<file path="config.mk">
export PLATFORM = sky130hd
export DESIGN_NAME = mmio_bus_controller
export DESIGN_NICKNAME = d
export VERILOG_FILES = /design/src/rtl/mmio_bus_controller.sv
export SDC_FILE = /design/constraint.sdc
export NUM_CORES = 1
export LEC_CHECK = 0
export ABC_CLOCK_PERIOD_IN_PS = 2800
export BUFFER_PORTS_ARGS = -buffer_cell sky130_fd_sc_hd__buf_2
export CAP_MARGIN = 10
export CORE_MARGIN = 2
export CORE_UTILIZATION = 35
export CTS_BUF_LIST = sky130_fd_sc_hd__clkbuf_16
export DETAILED_ROUTE_END_ITERATION = 10
export HOLD_SLACK_MARGIN = 0.06
export MAX_ROUTING_LAYER = met4
export PLACE_DENSITY = 0.79
export SYNTH_ARGS = -nofsm -noshare
export SYNTH_HDL_FRONTEND = slang
export SYNTH_SLANG_ARGS = --single-unit
export TNS_END_PERCENT = 50
</file>
<file path="constraint.sdc">
create_clock -name clk -period 2.8 [get_ports clk]
set_clock_uncertainty 0.05 [all_clocks]
set_input_delay 0.28 -clock clk [delete_from_list [all_inputs] [get_ports clk]]
set_output_delay 0.28 -clock clk [all_outputs]
set_load 0.02 [all_outputs]
</file>
<file path="src/rtl/mmio_bus_controller.sv">
// CPU-side MMIO decoder: base/mask region select, ready handshake, slave timeout.
// Optional error capture registers are enabled with `define BUS_ERR_CAPTURE_EN.
module mmio_bus_controller #(
   parameter int dataWidth    = 8,
   parameter int addressWidth = 32,
   parameter int N_SLAVES     = 4,
   parameter logic [N_SLAVES*addressWidth-1:0] SLV_BASE =
      {32'h1000_0000, 32'h0100_0000, 32'h0010_0000, 32'h0000_0000},
   parameter logic [N_SLAVES*addressWidth-1:0] SLV_MASK =
      {32'hFFFF_FFF0, 32'hFFFF_FFF0, 32'hFFFF_F000, 32'hFFFF_F000},
   parameter int TIMEOUT      = 15
) (
   input  logic                         clk,
   input  logic                         rst,
`ifdef BUS_ERR_CAPTURE_EN
   input  logic                         err_clear,
   output logic                         err_valid,
   output logic [addressWidth-1:0]      err_addr,
   output logic [1:0]                   err_cause,
`endif
   input  logic                         readmem,
   input  logic                         writemem,
   input  logic [addressWidth-1:0]      addressBus,
   input  logic [dataWidth-1:0]         dataBusIn,
   output logic [dataWidth-1:0]         dataBusOut,
   output logic                         memDataReady,
   output logic                         busError,
   output logic [N_SLAVES-1:0]          slv_sel,
   output logic                         slv_read,
   output logic                         slv_write,
   output logic [addressWidth-1:0]      slv_addr,
   output logic [dataWidth-1:0]         slv_wdata,
   input  logic [N_SLAVES*dataWidth-1:0] slv_rdata,
   input  logic [N_SLAVES-1:0]          slv_ready
);

   localparam int IW = (N_SLAVES > 1) ? $clog2(N_SLAVES) : 1;
   localparam logic [7:0] CNT_LAST = 8'(TIMEOUT - 1);

   typedef enum logic [1:0] {IDLE, ACCESS, DONE, ERR} state_t;

   state_t                  state_q, state_d;
   logic [7:0]              cnt_q, cnt_d;
   logic [IW-1:0]           idx_q, idx_d;
   logic                    wr_q, wr_d;
   logic [addressWidth-1:0] off_q, off_d;
   logic [dataWidth-1:0]    wd_q, wd_d;
   logic [dataWidth-1:0]    dbo_q, dbo_d;
   logic [addressWidth-1:0] addr_q, addr_d;
   logic [1:0]              cause_q, cause_d;

   logic                    hit;
   logic [IW-1:0]           hit_idx;
   logic [addressWidth-1:0] hit_off;

   // Scan from the top so the lowest matching index is the one left standing.
   always_comb begin
      hit     = 1'b0;
      hit_idx = '0;
      hit_off = '0;
      for (int i = N_SLAVES - 1; i >= 0; i--) begin
         if ((addressBus & SLV_MASK[i*addressWidth +: addressWidth]) ==
             SLV_BASE[i*addressWidth +: addressWidth]) begin
            hit     = 1'b1;
            hit_idx = IW'(i);
            hit_off = addressBus & ~SLV_MASK[i*addressWidth +: addressWidth];
         end
      end
   end

   always_comb begin
      state_d = state_q;
      cnt_d   = cnt_q;
      idx_d   = idx_q;
      wr_d    = wr_q;
      off_d   = off_q;
      wd_d    = wd_q;
      dbo_d   = dbo_q;
      addr_d  = addr_q;
      cause_d = cause_q;
      unique case (state_q)
         IDLE: begin
            cnt_d = '0;
            if (readmem | writemem) begin
               idx_d  = hit_idx;
               wr_d   = writemem;
               off_d  = hit_off;
               wd_d   = dataBusIn;
               addr_d = addressBus;
               if (readmem & writemem) begin
                  state_d = ERR;
                  cause_d = 2'b11;
               end else if (!hit) begin
                  state_d = ERR;
                  cause_d = 2'b01;
               end else begin
                  state_d = ACCESS;
               end
            end
         end
         ACCESS: begin
            if (slv_ready[idx_q]) begin
               if (!wr_q) dbo_d = slv_rdata[idx_q*dataWidth +: dataWidth];
               state_d = DONE;
            end else if (cnt_q == CNT_LAST) begin
               state_d = ERR;
               cause_d = 2'b10;
            end else begin
               cnt_d = cnt_q + 8'd1;
            end
         end
         DONE:    state_d = IDLE;
         ERR:     state_d = IDLE;
         default: state_d = IDLE;
      endcase
   end

   always_ff @(posedge clk) begin
      if (!rst) begin
         state_q <= IDLE;
         cnt_q   <= '0;
         idx_q   <= '0;
         wr_q    <= 1'b0;
         off_q   <= '0;
         wd_q    <= '0;
         dbo_q   <= '0;
         addr_q  <= '0;
         cause_q <= '0;
      end else begin
         state_q <= state_d;
         cnt_q   <= cnt_d;
         idx_q   <= idx_d;
         wr_q    <= wr_d;
         off_q   <= off_d;
         wd_q    <= wd_d;
         dbo_q   <= dbo_d;
         addr_q  <= addr_d;
         cause_q <= cause_d;
      end
   end

   always_comb begin
      slv_sel = '0;
      if (state_q == ACCESS) slv_sel[idx_q] = 1'b1;
   end

   assign slv_read     = (state_q == ACCESS) & ~wr_q;
   assign slv_write    = (state_q == ACCESS) & wr_q;
   assign slv_addr     = off_q;
   assign slv_wdata    = wd_q;
   assign dataBusOut   = dbo_q;
   assign memDataReady = (state_q == DONE) | (state_q == ERR);
   assign busError     = (state_q == ERR);

`ifdef BUS_ERR_CAPTURE_EN
   logic                    ev_q, ev_d;
   logic [addressWidth-1:0] ea_q, ea_d;
   logic [1:0]              ec_q, ec_d;

   // A clear and a new error in the same cycle: the new error wins.
   always_comb begin
      ev_d = ev_q;
      ea_d = ea_q;
      ec_d = ec_q;
      if ((state_q == ERR) && (!ev_q || err_clear)) begin
         ev_d = 1'b1;
         ea_d = addr_q;
         ec_d = cause_q;
      end else if (err_clear) begin
         ev_d = 1'b0;
      end
   end

   always_ff @(posedge clk) begin
      if (!rst) begin
         ev_q <= 1'b0;
         ea_q <= '0;
         ec_q <= '0;
      end else begin
         ev_q <= ev_d;
         ea_q <= ea_d;
         ec_q <= ec_d;
      end
   end

   assign err_valid = ev_q;
   assign err_addr  = ea_q;
   assign err_cause = ec_q;
`endif

endmodule
</file>
==> qor.csv <==
metric,value,unit
routedWlPerCell,13.0,um
post_cts_resized,0,
startpoint_type,flop,
overflow,0,
yosys.area.top_type_share,0.371,
relSlewSlack,0.428,
nets,432,
slew_viol_final,0,
antenna_cells,0,
slowest_delay,0.56,ns
required,2.47,ns
hold_start,addressBus[3],
ys_seq_area_frac,0.371,
viasPerCell,4.93,
multi_input_area,0.00125,sq mm
yosysTopAreaCell,dfxtp_1,
rsz0062_at_grt,false,
drc,0,
synth.ff_latch_count,41,
worstPathCellList,nor2b_1 > and3_1 > buf_2,
track_usage,0.161,
die_w,83.5,um
grt_pass1_vias,2005,
cts_buffers,5,
synth_cells,240,
start_util,0.367,
register_area,821,sq um
cts_buffer_depth,2,
routabilityCongestion,0.836,
slowest_stage,dfxtp_1,
fmax,517,MHz
die_h,83.5,um
avgSynthCellArea,9.21,sq um
nFillCells,589,
ys.flop_type,dfxtp_1,
syn-cell-area,0.00221,sq mm
min-delay-path-class,in -> reg,
drt_iter0_markers,73,
synthArstFlopShare,0,
routed_wl,5.55,mm
fin_tns_setup,0,ns
area_growth,33.1,%
place_ws,0.709,ns
coreArea,0.00603,sq mm
fin_area,0.00294,sq mm
synth.most_common_cell,dfxtp_1,
rows,28,
ant_nets,0,
ys_warn_count,0,
grt_antenna_before_repair,0,
grt_max_degree,26,
synth.area.top_cells,"dfxtp_1 (37%), mux4_2 (9.2%), buf_4 (6.8%)",
leakage,0.00136,uW
cts.reportedPaths.clkPinSlew,0.06,ns
worst-setup-path-type,reg -> out,
finalNonFillerCells,426,
synth_edf_count,0,
post-cts-setup-buffers,0,
crit_start,state_q[0]$_SDFFE_PN0P_,
dpl_cell_area,0.00277,sq mm
holdBufCountCts,0,
dp_hpwl,4.37,mm
grt_pass1_wl,9.22,mm
ioPinCount,136,
power,1560,uW
cts_tree,yes,
period_minus_slack,1.94,ns
port-buffer-count,115,
hold_viol,0,
final-setup-viol-count,0,
cts-root-buf,clkbuf_16,
synthDistinctLibCells,46,
max-cap-violations,0,
p_per_area,530,mW/mm^2
drive_gt1_frac,0.410,
critPathMaxFanout,11,
vdd_ir_drop_max,0.000412,V
clock_sinks,41,
finalCritPeriodShare,0.691,
clk_latency,0.28,ns
worstMarginPinSlew,0.858,ns
worstSetupEndpointType,output pin,
synth.cells.most_frequent,"dfxtp_1 (41), nand2_1 (31), buf_4 (20), a21boi_0 (15), nand3_1 (15)",
status,finished clean,
r2r_start,idx_q[0]$_SDFFE_PN0P_,
dr.pass1.iters,4,
num_vias,2100,
htreeDepth,2,
setup_slack,0.864,ns
dpl.cell_count,418,
crit_arrival,1.61,ns
die_area,0.00696,sq mm
[cells by family (layout without fill, tap and decap cells)]
family | after synthesis | after routing | share of synthesized area
DFF | 41 | 41 | 0.371
AOI/OAI and AO/OA | 38 | 38 | 0.124
muxes | 18 | 18 | 0.133
buffers and inverters | 36 | 128 | 0.0991
xor gates and xnor gates | 5 | 5 | 0.0198
other | 1 | 20 | 0.00170
adders and majority gates | 2 | 2 | 0.0113
and+or+nand+nor | 99 | 99 | 0.240
[sequential cells by signal (all words and copies together) (netlist names)]
register / count
idx_q: 2
cnt_q: 8
slv_wdata: 8
wr_q: 1
dataBusOut: 8
state_q: 2
slv_addr: 12
[path summary, 6_finish.rpt]
kind / endpoint / slack [ns] / cells past startpoint
min: slv_addr[3]$_SDFFE_PN0P_ / 0.16 / 2
max reg2reg: cnt_q[3]$_SDFFE_PN0P_ / 0.93 / 5
max: slv_sel[3] / 0.86 / 3
min reg2reg: slv_addr[10]$_SDFFE_PN0P_ / 0.41 / 2
[cell usage in the layout, fill, tap and decap left out, types with 4 or more instances in the layout]
cell	Yosys	routed
buf_4	20	4
clkbuf_16	0	5
buf_2	1	115
a32o_1	4	4
nor4_1	4	4
o21ai_0	6	5
a21oi_1	4	4
nor2_1	10	10
nand2_1	31	31
mux2i_1	8	8
nand3_1	15	15
and3_1	4	4
a21boi_0	15	15
mux4_2	9	9
nor2b_1	10	10
conb_1	1	20
dfxtp_1	41	41
[final cells by class]
| class | instances | share of cell area |
|---|---|---|
| clock buffers | 5 | 0.0425 |
| clock inverters | 3 | 0.0145 |
| inverters | 1 | 0.00128 |
| multi-input cells | 182 | 0.425 |
| flip-flops and latches | 41 | 0.279 |
| well taps | 75 | 0.0319 |
| repair buffers | 119 | 0.206 |
[where the power goes]
group / leakage, uW / internal [uW] / total (uW) / switching [uW]
sequential: 0.000333 / 607 / 631 / 23.8
clock: 0.0000852 / 418 / 640 / 222
combinational: 0.000946 / 122 / 287 / 165
[worst max-delay path: cells and delay by family (launching register included)]
kind | cells | cell delay (ns)
simple gates | 2 | 0.61
flops | 1 | 0.56
buf+inv | 1 | 0.16
[per-stage QoR]
stage,utilization,hold slack [ns]
2_1_floorplan,-,0.356
3_3_place_gp,0.460,0.397
3_5_place_dp,0.460,0.406
4_1_cts,0.488,0.156
5_1_grt,0.488,0.157
6_report,0.488,0.160
[per-layer routing]
metal | up-vias | GRT usage | share of wire
met5 | - | - | 0
met4 | 0 | 0.0249 | 0.0025
met3 | 2 | 0.0455 | 0.075
met2 | 91 | 0.282 | 0.49
met1 | 972 | 0.189 | 0.43
li1 | 1035 | - | -
Note: power is estimated with default switching activity, not from simulation.
